<file path="config.mk">
export PLATFORM = sky130hd
export DESIGN_NAME = pc_unit
export DESIGN_NICKNAME = d
export VERILOG_FILES = /design/src/rtl/pc_unit.sv
export SDC_FILE = /design/constraint.sdc
export NUM_CORES = 1
export LEC_CHECK = 0
export ABC_CLOCK_PERIOD_IN_PS = 2500
export BUFFER_PORTS_ARGS = -buffer_cell sky130_fd_sc_hd__buf_4
export CORE_MARGIN = 4
export CORE_UTILIZATION = 57
export CTS_BUF_LIST = sky130_fd_sc_hd__clkbuf_8 sky130_fd_sc_hd__clkbuf_16
export CTS_CLUSTER_DIAMETER = 60
export DETAILED_ROUTE_END_ITERATION = 7
export GPL_TIMING_DRIVEN = 1
export PLACE_DENSITY = 0.8
export SETUP_SLACK_MARGIN = 0.05
export SLEW_MARGIN = 40
export SYNTH_ARGS = -nofsm -noshare
export SYNTH_HDL_FRONTEND = slang
export SYNTH_SLANG_ARGS = --single-unit
</file>
<file path="constraint.sdc">
create_clock -name clk -period 2.5 [get_ports clk]
set_input_delay 0.5 -clock clk [delete_from_list [all_inputs] [get_ports clk]]
set_output_delay 0.5 -clock clk [all_outputs]
set_load 0.005 [all_outputs]
</file>
<file path="src/rtl/pc_unit.sv">
// -----------------------------------------------------------------------------
// pc_unit: program-counter unit for the RV32I core.
// Holds the fetch PC and selects the next PC from trap entry, stall hold,
// trap return (mepc), branch/jump redirect, return-address-stack prediction
// or sequential increment. Misaligned redirects are turned into traps and the
// offending target is latched in fault_addr.
// -----------------------------------------------------------------------------
module pc_unit #(
    parameter int unsigned      XLEN      = 32,
    parameter logic [XLEN-1:0]  RESET_PC  = 32'h0000_1000,
    parameter logic [XLEN-1:0]  TRAP_VEC  = 32'h0000_0100,
    parameter int unsigned      IALIGN    = 4,
    parameter int unsigned      RAS_DEPTH = 4
) (
    input  logic                          clk,
    input  logic                          reset_n,
    input  logic                          stall,
    input  logic                          redirect_valid,
    input  logic [XLEN-1:0]               redirect_pc,
    input  logic                          trap,
    input  logic                          mret,
    input  logic                          ras_push,
    input  logic                          ras_pop,
    output logic [XLEN-1:0]               pc,
    output logic [XLEN-1:0]               pc_plus4,
    output logic [XLEN-1:0]               mepc,
    output logic                          misalign_fault,
    output logic [XLEN-1:0]               fault_addr,
    output logic [$clog2(RAS_DEPTH):0]    ras_count
);

    // Number of low target bits that must be zero (IALIGN is 2 or 4).
    localparam int unsigned ALB = $clog2(IALIGN);
    // RAS pointer and occupancy widths.
    localparam int unsigned PW  = $clog2(RAS_DEPTH);
    localparam int unsigned CW  = $clog2(RAS_DEPTH) + 1;

    logic [XLEN-1:0] pc_r;
    logic [XLEN-1:0] mepc_r;
    logic [XLEN-1:0] fault_addr_r;
    logic            misalign_fault_r;
    logic [XLEN-1:0] ras_mem_r [RAS_DEPTH];
    logic [PW-1:0]   ras_top_r;
    logic [CW-1:0]   ras_count_r;

    logic [XLEN-1:0] pc_plus4_s;
    logic [XLEN-1:0] pc_next_s;
    logic            misaligned_s;
    logic            take_trap_s;
    logic            pop_ok_s;
    logic            ras_update_s;
    logic [PW-1:0]   top_inc_s;
    logic [PW-1:0]   top_dec_s;

    assign pc_plus4_s = pc_r + XLEN'(4);

    // Event decode, RAS pointer arithmetic and next-pc priority selection.
    always_comb begin
        misaligned_s = redirect_valid && (redirect_pc[ALB-1:0] != {ALB{1'b0}});
        take_trap_s  = trap || misaligned_s;
        pop_ok_s     = ras_pop && (ras_count_r != {CW{1'b0}});
        ras_update_s = !take_trap_s && !stall;

        // Circular wrap written explicitly so non-power-of-two depths work.
        if (ras_top_r == PW'(RAS_DEPTH - 1)) begin
            top_inc_s = {PW{1'b0}};
        end else begin
            top_inc_s = ras_top_r + PW'(1);
        end
        if (ras_top_r == {PW{1'b0}}) begin
            top_dec_s = PW'(RAS_DEPTH - 1);
        end else begin
            top_dec_s = ras_top_r - PW'(1);
        end

        if (take_trap_s) begin
            pc_next_s = TRAP_VEC;
        end else if (stall) begin
            pc_next_s = pc_r;
        end else if (mret) begin
            pc_next_s = {mepc_r[XLEN-1:ALB], {ALB{1'b0}}};
        end else if (redirect_valid) begin
            pc_next_s = redirect_pc;
        end else if (pop_ok_s) begin
            pc_next_s = ras_mem_r[ras_top_r];
        end else begin
            pc_next_s = pc_plus4_s;
        end
    end

    // PC, trap return address and misalignment reporting registers.
    always_ff @(posedge clk or negedge reset_n) begin
        if (!reset_n) begin
            pc_r             <= RESET_PC;
            mepc_r           <= {XLEN{1'b0}};
            fault_addr_r     <= {XLEN{1'b0}};
            misalign_fault_r <= 1'b0;
        end else begin
            pc_r             <= pc_next_s;
            misalign_fault_r <= misaligned_s;
            if (take_trap_s) begin
                mepc_r <= pc_r;
            end else begin
                mepc_r <= mepc_r;
            end
            if (misaligned_s) begin
                fault_addr_r <= redirect_pc;
            end else begin
                fault_addr_r <= fault_addr_r;
            end
        end
    end

    // Return-address stack: circular buffer, frozen on trap cycles and stalls.
    always_ff @(posedge clk or negedge reset_n) begin
        if (!reset_n) begin
            for (int i = 0; i < RAS_DEPTH; i++) begin
                ras_mem_r[i] <= {XLEN{1'b0}};
            end
            ras_top_r   <= {PW{1'b0}};
            ras_count_r <= {CW{1'b0}};
        end else if (ras_update_s) begin
            if (ras_push && pop_ok_s) begin
                // Call immediately after a predicted return: replace the top.
                ras_mem_r[ras_top_r] <= pc_plus4_s;
            end else if (ras_push) begin
                // When full the write lands on the oldest entry.
                ras_mem_r[top_inc_s] <= pc_plus4_s;
                ras_top_r            <= top_inc_s;
                if (ras_count_r != CW'(RAS_DEPTH)) begin
                    ras_count_r <= ras_count_r + CW'(1);
                end else begin
                    ras_count_r <= ras_count_r;
                end
            end else if (pop_ok_s) begin
                ras_top_r   <= top_dec_s;
                ras_count_r <= ras_count_r - CW'(1);
            end else begin
                ras_top_r   <= ras_top_r;
                ras_count_r <= ras_count_r;
            end
        end else begin
            ras_top_r   <= ras_top_r;
            ras_count_r <= ras_count_r;
        end
    end

    assign pc             = pc_r;
    assign pc_plus4       = pc_plus4_s;
    assign mepc           = mepc_r;
    assign fault_addr     = fault_addr_r;
    assign misalign_fault = misalign_fault_r;
    assign ras_count      = ras_count_r;

endmodule

</file>
==> run_results.csv <==
group,metric,value,unit
outcome,result_of_the_run,"complete, but fails checks",
outcome,violated_checks,"design-rule violations, negative setup slack",
yosys,synth_compound_area_frac,0.145,
setup_path,worst-endpoint-required,2.00,ns
global_route,global_route.usage.total,0.316,
final_layout,fin_cells,1697,
run,timing.max_cap.violations,0,
cts,clock_sink_count,230,
die,design.core.area,19000,um^2
timing,final-max-slew-violation-count,0,
yosys,yosys.area_share.xor_xnor,0.0219,
drt,detailedRoute.firstPassIterationCount,8,
timing,worst_slack,-0.328,ns
final_layout,area_growth_syn_to_layout,35.9,%
global_route,initial_antenna_violation_count,0,
cts,clock_latency,0.53,ns
die,dieArea,21800,um^2
yosys,synth_area,11100,um^2
drt,detailed_route_wl,38.2,mm
worst_hold_path,min_path_cells,3,
setup_path,reg2reg_depth,7,
timing,finalWorstPathRequiredPeriod,2.83,ns
cts,cts_made_buffers,25,
power,cellPowerDensity,887,nW/um^2
timing,grt_setup_unrepaired,"true",
global_route,overflow,0,
cts,clkSlewWorstSetupHoldPaths,0.06,ns
place,detailed_placement_wirelength_estimate,24.1,mm
drt,route.vias.total,10620,
global_route,grt_start_max_net_pins,77,
setup_path,worst-setup-path-type,"reg -> out",
yosys,synth-async-reset-ratio,1.00,
drt,wl_per_cell,22.5,um
final_layout,antenna_cells,0,
yosys,synth_adder_area_share,0.0108,
setup_path,crit_path_max_delay_cell_type,"or4_4",
power,vdd_ir_drop_max,0.786,mV
yosys,netlist.area_leader.share,0.515,
yosys,number_of_different_library_cells_in_the_post_synthesis_netlist,57,
setup_path,reg2reg_setup_slack,0.15,ns
setup_path,crit_fanout,5,
yosys,synth_ff_type,"dfrtp_1",
setup_path,crit_path_end_kind,"primary output",
timing,max_freq,0.354,GHz
setup_path,worst_setup_path_start_kind,"flop",
drt,viasPerCell,6.26,
setup_path,reg_to_reg_critical_path_startpoint,"ras_count[0]$_DFFE_PN0P_",
final_layout,final_layout_size_suffix_gt1_frac,0.353,
die,ioPinCount,172,
final_layout,most_frequent_cells_in_the_layout,"buf_4, dfrtp_1, nand2_1, a21oi_1, nor2_1",
final_layout,post-route-util,0.798,
yosys,synth_edf_count,0,
setup_path,cp_cell_sequence,"nand3_4 -> or4_4 -> nor2_4 -> xnor2_4 -> inv_2 -> buf_6",
yosys,postSynthAreaPerCell,9.78,um^2
cts,clock_tree.htree_level_count,1,
place,place.port_buffers,171,
worst_hold_path,hp-start,"redirect_pc[7]",
timing,fin_skew,0.0153,ns
power,power_leakage,0.00724,uW
setup_path,cp.arrival,2.33,ns
final_layout,final_design_area_no_fill,15100,um^2
global_route,grt_pass1_wl,54.7,mm
yosys,synthesis.nets,1187,
cts,tritoncts,"done",
die,floorplan.initialDensity,0.587,
worst_hold_path,hold_path_end,"fault_addr[7]$_DFFE_PN0P_",
final_layout,final_common_cell,"buf_4",
place,place_inst,1579,
timing,tightestPinTransition,0.601,ns
die,die_w,148,um
drt,post-route-drc-count,1,
yosys,postSynthCellCount,1138,
timing,setup_viol,23,
die,rows,50,
yosys,post_synth_mux_area_share,0.0779,
die,die_height,148,um
timing,worst_hold_slack,0.177,ns
place,placed_cell_area,13100,um^2
setup_path,end_of_the_worst_register_to_register_path,"ras_mem_r[67]$_DFFE_PN0P_",
worst_hold_path,holdCritPathClass,"in -> reg",
setup_path,critical-path-max-stage-delay,0.59,ns
yosys,synth_top_family_by_area,"simple AND/OR/NAND/NOR gates",
yosys,synth_seq_area_share,0.517,
global_route,first_global_vias,9910,
yosys,synth_top_cells_by_area,"dfrtp_1, nand2_1, mux4_2",
drt,ant_nets,0,
yosys,synth-warning-count,0,
final_layout,final_net_count,1471,
timing,min_period_over_period,1.13,
yosys,synthDominantAreaCellType,"dfrtp_1",
yosys,synthSimpleGateAreaFrac,0.168,
cts,root_buffer,"clkbuf_16",
cts,cts-root-to-sink-buffers,3,
place,gp_routability_congestion,0.954,
drt,drt_first_iter_violations,1459,
yosys,yosys_register_bits,230,
timing,timing.final.hold_violations,0,
setup_path,timing.critical_path.from,"pc[12]$_DFFE_PN1P_",
timing,relSlewSlack,0.598,
==> what timing repair did <==
item | 4_1_cts | 5_1_grt
gates cloned | 0 | 2
endpoints found under the setup margin | 24 | 111
pin swaps | 23 | 21
setup buffers | 37 | 36
hold buffers | 1 | 0
endpoints found under the hold margin | 69 | 0
gates resized for setup | 83 | 48
==> final cells by class <==
cell class,count,area [um^2]
clock buffers,30,694
repair buffers,336,2860
multi-input cells,771,5170
fillers,1066,3840
inverters,58,218
clock inverters,12,83.8
well taps,260,325
flip-flops and latches,230,5770
==> worst max-delay path, delay by kind of cell (launching register included) <==
| family | cells | cell delay [ns] |
|---|---|---|
| buffers and inverters | 2 | 0.17 |
| flip-flops | 1 | 0.57 |
| XOR/XNOR | 1 | 0.17 |
| AND/OR/NAND/NOR | 3 | 0.88 |
==> power by group <==
group	total, uW	leakage, uW	internal, uW	switching, uW
combinational	4220	0.00395	2060	2160
sequential	5610	0.00288	4850	761
clock	3570	0.000412	2060	1510
==> registers in the layout, summed over array words and instances (netlist names) <==
name	count
ras_mem_r	128
fault_addr	32
mepc	32
pc	32
ras_count	3
ras_top_r	2
misalign_fault	1
==> per-stage QoR <==
step	power, uW	setup slack [ns]	TNS, ns
6_report	13400	-0.328	-4.69
3_5_place_dp	9500	-0.000942	-0.00186
5_1_grt	14000	-0.371	-5.14
3_3_place_gp	9270	0.00448	0
4_1_cts	13100	-0.270	-2.58
2_1_floorplan	7950	0.182	0
==> worst max path at each step <==
| stage | to | slack [ns] | depth (start not counted) |
|---|---|---|---|
| after floorplan | ras_mem_r[14]$_DFFE_PN0P_ | 0.18 | 9 |
| after global placement | pc_plus4[24] | 0.004 | 7 |
| after detailed placement | pc_plus4[24] | -0.0009 | 7 |
| after CTS | pc_plus4[19] | -0.27 | 6 |
| after global routing | pc_plus4[19] | -0.37 | 6 |
| final | pc_plus4[19] | -0.33 | 6 |
==> per-layer routing <==
| layer | wire [um] | vias to the layer above | GRT usage |
|---|---|---|---|
| met3 | 4970 | 164 | 0.101 |
| met2 | 17400 | 790 | 0.476 |
| met4 | 1590 | 0 | 0.0993 |
| met5 | 0 | - | 0 |
| li1 | - | 4519 | - |
| met1 | 14200 | 5147 | 0.441 |
==> logic make-up (layout without fill, tap and decap cells) <==
| kind of cell | count (synthesis) | in the layout |
|---|---|---|
| AOI/OAI and AO/OA | 265 | 265 |
| xor gates and xnor gates | 27 | 27 |
| adders and majority gates | 9 | 9 |
| buffers and inverters | 137 | 436 |
| DFF | 230 | 230 |
| muxes | 45 | 45 |
| and+or+nand+nor | 425 | 425 |
==> synth_stat cells, types with 5 or more instances <==
cell        n
nor2b_1     6
nand4_1    14
dfrtp_1   229
buf_1       5
xnor2_1    14
a221o_1     7
clkbuf_1   30
o22ai_1    13
a31oi_1     9
o21ai_0    39
o221ai_1   13
a221oi_1   10
a22oi_1     7
nor3b_1     9
buf_6       7
a21oi_1   141
nand2_1   203
nand3_1    16
nor2_1    137
mux4_2     32
mux2_2     13
buf_2      17
buf_4      20
inv_1      56
ha_1        8
xor2_1     12
and3_1      5
nor3_1      8
No activity file was read; power rests on OpenSTA's default activity.
